===== src/rtl/mem_loader.sv =====
// mem_loader: streams a boot image into data and instruction memories, then
// enables the processor.
//
// Stream frame: Nd, Nd data words, Ni, Ni instruction words. Each word is
// written one cycle after it is accepted, starting at BASE_ADDR in each region.
//
// Ports
//   clk                 single clock, rising edge
//   rst_n               asynchronous active-low reset
//   load_req            one-cycle pulse starting a load (honoured in IDLE/RUN/ERR)
//   in_data/in_valid    input word stream
//   in_ready            word accepted when in_valid && in_ready
//   addr_ext            dram/iram write address
//   data_in_ext         dram write data
//   mem_write_data_ext  dram write strobe
//   iram_in_ext         iram write data
//   mem_write_ins       iram write strobe
//   start               processor run enable (RUN state)
//   busy                load in progress
//   error               count exceeded MAX_WORDS
module mem_loader #(
   parameter int unsigned MAX_WORDS = 511,
   parameter int unsigned BASE_ADDR = 1
) (
   input  logic        clk,
   input  logic        rst_n,
   input  logic        load_req,
   input  logic [15:0] in_data,
   input  logic        in_valid,
   output logic        in_ready,
   output logic [15:0] addr_ext,
   output logic [15:0] data_in_ext,
   output logic        mem_write_data_ext,
   output logic [15:0] iram_in_ext,
   output logic        mem_write_ins,
   output logic        start,
   output logic        busy,
   output logic        error
);

   localparam logic [15:0] MaxWords = 16'(MAX_WORDS);
   localparam logic [15:0] BaseAddr = 16'(BASE_ADDR);

   typedef enum logic [3:0] {
      StIdle, StDCnt, StDWord, StDWr, StICnt, StIWord, StIWr, StRun, StErr
   } state_e;

   state_e      state_q, state_d;
   logic [15:0] cnt_q;   // words still to write in the current region
   logic [15:0] addr_q;  // next write address; copied to addr_ext only with a strobe
   logic        accept;

   assign accept = in_valid && in_ready;

   always_comb begin
      state_d = state_q;
      case (state_q)
         StIdle, StRun, StErr: if (load_req) state_d = StDCnt;
         StDCnt: begin
            if (accept) begin
               if (in_data > MaxWords)  state_d = StErr;
               else if (in_data == '0)  state_d = StICnt;
               else                     state_d = StDWord;
            end
         end
         StDWord: if (accept) state_d = StDWr;
         StDWr:   state_d = (cnt_q == 16'd1) ? StICnt : StDWord;
         StICnt: begin
            if (accept) begin
               if (in_data > MaxWords)  state_d = StErr;
               else if (in_data == '0)  state_d = StRun;
               else                     state_d = StIWord;
            end
         end
         StIWord: if (accept) state_d = StIWr;
         StIWr:   state_d = (cnt_q == 16'd1) ? StRun : StIWord;
         default: state_d = StIdle;
      endcase
   end

   // All outputs are registered from the next state so they change with it.
   always_ff @(posedge clk or negedge rst_n) begin
      if (!rst_n) begin
         state_q            <= StIdle;
         cnt_q              <= '0;
         addr_q             <= '0;
         in_ready           <= 1'b0;
         addr_ext           <= '0;
         data_in_ext        <= '0;
         mem_write_data_ext <= 1'b0;
         iram_in_ext        <= '0;
         mem_write_ins      <= 1'b0;
         start              <= 1'b0;
         busy               <= 1'b0;
         error              <= 1'b0;
      end else begin
         state_q            <= state_d;
         in_ready           <= state_d inside {StDCnt, StDWord, StICnt, StIWord};
         busy               <= !(state_d inside {StIdle, StRun, StErr});
         error              <= (state_d == StErr);
         start              <= (state_d == StRun);
         mem_write_data_ext <= (state_d == StDWr);
         mem_write_ins      <= (state_d == StIWr);
         case (state_q)
            StDCnt, StICnt: begin
               if (accept) begin
                  cnt_q  <= in_data;
                  addr_q <= BaseAddr;
               end
            end
            StDWord: begin
               if (accept) begin
                  data_in_ext <= in_data;
                  addr_ext    <= addr_q;
               end
            end
            StIWord: begin
               if (accept) begin
                  iram_in_ext <= in_data;
                  addr_ext    <= addr_q;
               end
            end
            StDWr, StIWr: begin
               addr_q <= addr_q + 16'd1;
               cnt_q  <= cnt_q - 16'd1;
            end
            default: ;
         endcase
      end
   end

endmodule


===== config.mk =====
export PLATFORM = sky130hd
export DESIGN_NAME = mem_loader
export DESIGN_NICKNAME = d
export VERILOG_FILES = /design/src/rtl/mem_loader.sv
export SDC_FILE = /design/constraint.sdc
export NUM_CORES = 1
export LEC_CHECK = 0
export ABC_AREA = 1
export CORE_MARGIN = 10
export CORE_UTILIZATION = 48
export CTS_CLUSTER_DIAMETER = 50
export DETAILED_ROUTE_END_ITERATION = 16
export GPL_TIMING_DRIVEN = 0
export PLACE_DENSITY = 0.87
export SYNTH_ARGS = -nofsm -noshare
export SYNTH_HDL_FRONTEND = slang
export SYNTH_SLANG_ARGS = --single-unit

===== constraint.sdc =====
create_clock -name clk -period 1.5 [get_ports clk]
set_input_delay 0.225 -clock clk [delete_from_list [all_inputs] [get_ports clk]]
set_output_delay 0.225 -clock clk [all_outputs]
set_load 0.02 [all_outputs]

==> results.md <==
* Worst path cell trace: inv_2 -> buf_4 -> nand3_4 -> nor2_4 -> nand2_2 -> nor2_4 -> nand2_2 -> nor2_2 -> nand2_1 -> nand3_1 -> nand4_1
* R2r startpoint: cnt_q[1]$_DFFE_PN0P_
* FILL cells at 520
* Mapped Area at 4270 um^2
* Pwr per Cell Area at 1940 nW/um^2
* Slack of the critical path at -0.324 ns
* Max-Slew Margin vs Limit at 65.2%
* Clock Tree Buf Depth at 2
* Status: complete, but fails checks
* H-tree depth at 3
* Post-synth EDFFs at 0
* Number of CTS-inserted buffers at 9
* GRT busiest layer: met2
* IO Pins at between 70 and 80
* Clk_lat worst skew at between 0.3 and 0.4 ns
* GRT Total Usage at 19.0%
* Initial core utilization at between 40% and 50%
* GR met2 Demand/Resource at 31.6%
* Critical Path End Type: register
* Hold Crit Class: in2async
* Leading cell type in the layout, fill and taps excluded: nand2_1
* Post-DRT Antenna Nets at 0
* Asr flop ratio synth at 100%
* Register bit total from synthesis at 90
* Clk sinks at 90
* # nets final at 665
* Total negative slack at -5.92 ns
* Warning count from the yosys run at 0
* Met1 GRT Util at ~23%
* Initial antenna violation count at 0
* Clk root buf: clkbuf_8
* Crit-path slowest cell: dfrtp_1
* Area of the core at 8680 um^2
* Syn-to-layout area delta at 54.4%
* Die W at about 110 um
* DRT Pass-1 Iters at 5
* Routed vias/inst at approximately 5.8
* Peak VDD IR at 0.00110 V
* Initial drt markers at roughly 380
* Fin. Hold Viols at 0
* Via Count at between 4000 and 5000
* # setup viols final at 61
* Die ar. at 13100 um^2
* Inst Count DP at 669
* CTS tree: built
* Critical Setup Path Class: reg2reg
* Worst Skew at 0.0187 ns
* FMAX at ~550 MHz
* Period utilization at 122%
* Failing checks: negative setup slack
* Row count at 34
* Yosys cell types at 39
* First-pass GRT wire length at 20300 um
* Most frequent cells in the layout: 89 x nand2_1, 83 x dfrtp_1, 54 x dlygate4sd2_1
* CP startpoint kind: register
* Port Buffers at 73
* R2R Path End: cnt_q[13]$_DFFE_PN0P_
* GP Congestion at ~0.89
* Pins over their slew limit at 0
* CP required at 1.73 ns
* Vias in the first global route at 4137
* Non-filler instance count after layout at 755
* DRC at 0
* Slowest cell delay on critical path at 0.42 ns
* Diode count at 0
* Arr. time, crit path at 2.06 ns
* Share of cells above drive strength 1 at 36.3%
* Slew @ Worst Pin at around 0.52 ns
* Crit path max fanout at 3
* Placement Cell Area at ~5200 um^2
* Largest net degree at the start of global routing at 53
* R2R Setup Slk at -0.32 ns
* Syn_nets at between 500 and 600
* Die Ht at approximately 110 um
* RSZ-0062 raised after global routing: yes
* Post-synthesis sequential area ratio at about 53%
* Max cap viols at 0
* Cells after Synth at approximately 500
* Gr ovfl total at 0
* Routed len/inst at 20.2 um
* Ys flop type: dfrtp_1
* Syn Area/Cell at a little under 9 um^2
* Leak at roughly 3.3 nW
* Clock transition at the registers of the reported paths at 0.10 ns
* Met3 Usage GRT at 5.35%
* Final instance area at 6600 um^2
* DP HPWL at 8120 um
* Final wirelength at ~15000 um
* Final min period at about 1.8 ns
* Reg2Reg Depth at 11
metal layers:
| layer | up-vias | wire (um) |
|---|---|---|
| met5 | - | 0 |
| met2 | 279 | 7570 |
| met1 | 2138 | 5650 |
| met4 | 0 | 601 |
| met3 | 64 | 1440 |
| li1 | 1906 | - |
final cells by class:
class	count	area [um^2]	area share, %
flip-flops and latches	90	2260	34.2
repair buffers	145	1370	20.7
well taps	108	135	2.05
clock inverters	6	113	1.71
inverters	59	254	3.85
clock buffers	10	128	1.93
plain buffers	12	150	2.27
multi-input cells	325	2200	33.3
sequential cells by signal, indices dropped and copies added (netlist names):
signal,flops
state_q,4
start,1
in_ready,1
addr_q,16
addr_ext,16
cnt_q,16
iram_in_ext,16
error,1
busy,1
mem_write_data_ext,1
mem_write_ins,1
data_in_ext,16
synthesized netlist by cell type (3+ instances only):
cell,count,area [um^2]
mux2_2,9,101
inv_1,48,180
dfrtp_1,90,2250
clkbuf_1,6,22.5
nor2_4,5,56.3
inv_2,9,33.8
nand3_1,21,105
o21ai_0,40,200
nor2_1,48,180
a21oi_1,16,80.1
nor2_2,5,31.3
ha_1,3,37.5
buf_2,3,15.0
o221ai_1,7,61.3
nand2_2,9,56.3
nand2_1,115,432
xor2_1,3,26.3
o22ai_1,4,25.0
nor3_1,4,20.0
o211ai_1,12,90.1
nand4_1,4,25.0
where the power goes:
group / switching (mW) / leakage [nW] / internal [mW] / total (mW)
logic: 3.75 / 2.00 / 2.82 / 6.57
registers: 0.801 / 1.16 / 3.37 / 4.17
clock network: 0.947 / 0.121 / 1.11 / 2.06
critical path, delay by kind of cell, from the launching register on:
kind	cells	cell delay (ns)
buffers and inverters	2	0.24
flip-flops	1	0.42
AND/OR/NAND/NOR	9	1.03
metrics by stage:
stage | setup WS [ns] | util [%] | power [mW] | hold WS (ns)
CTS | -0.113 | 67.4 | 11.1 | 0.379
floorplan | 0.0203 | - | 6.78 | -0.0706
global route | -0.369 | 76.1 | 13.5 | 0.396
finish | -0.324 | 76.1 | 12.8 | 0.367
detailed placement | -0.437 | 59.6 | 8.74 | 0.229
global placement | -3.27 | 59.3 | 8.56 | 0.464
logic make-up (layout without fill, tap and decap cells):
logic type | after synthesis | in the layout | synth area share, %
xor gates and xnor gates | 5 | 5 | 1.02
buffers and inverters | 72 | 232 | 7.00
and+or+nand+nor | 218 | 218 | 23.3
DFF | 90 | 90 | 52.7
adders and majority gates | 3 | 3 | 0.878
muxes | 11 | 11 | 2.84
AOI/OAI and AO/OA | 88 | 88 | 12.3
worst max path at each step:
| stage | start | to | slack [ns] | cells after the start |
|---|---|---|---|---|
| 3_5_place_dp | in_valid | addr_ext[14]$_DFFE_PN0P_ | -0.44 | 7 |
| 2_1_floorplan | in_ready$_DFF_PN0_ | addr_ext[12]$_DFFE_PN0P_ | 0.02 | 6 |
| 6_report | cnt_q[1]$_DFFE_PN0P_ | cnt_q[13]$_DFFE_PN0P_ | -0.32 | 11 |
| 5_1_grt | cnt_q[1]$_DFFE_PN0P_ | cnt_q[13]$_DFFE_PN0P_ | -0.37 | 11 |
| 3_3_place_gp | rst_n | in_ready$_DFF_PN0_ | -3.27 | 1 |
| 4_1_cts | state_q[2]$_DFF_PN0_ | addr_q[15]$_DFFE_PN0P_ | -0.11 | 11 |
what timing repair did:
action,4_1_cts,5_1_grt
setup buffers,36,30
endpoints found under the setup margin,101,70
pin swaps,21,43
hold buffers,1,0
cloned,3,2
gates resized for setup,119,169
endpoints found under the hold margin,38,0
No activity file was read; power rests on OpenSTA's default activity.
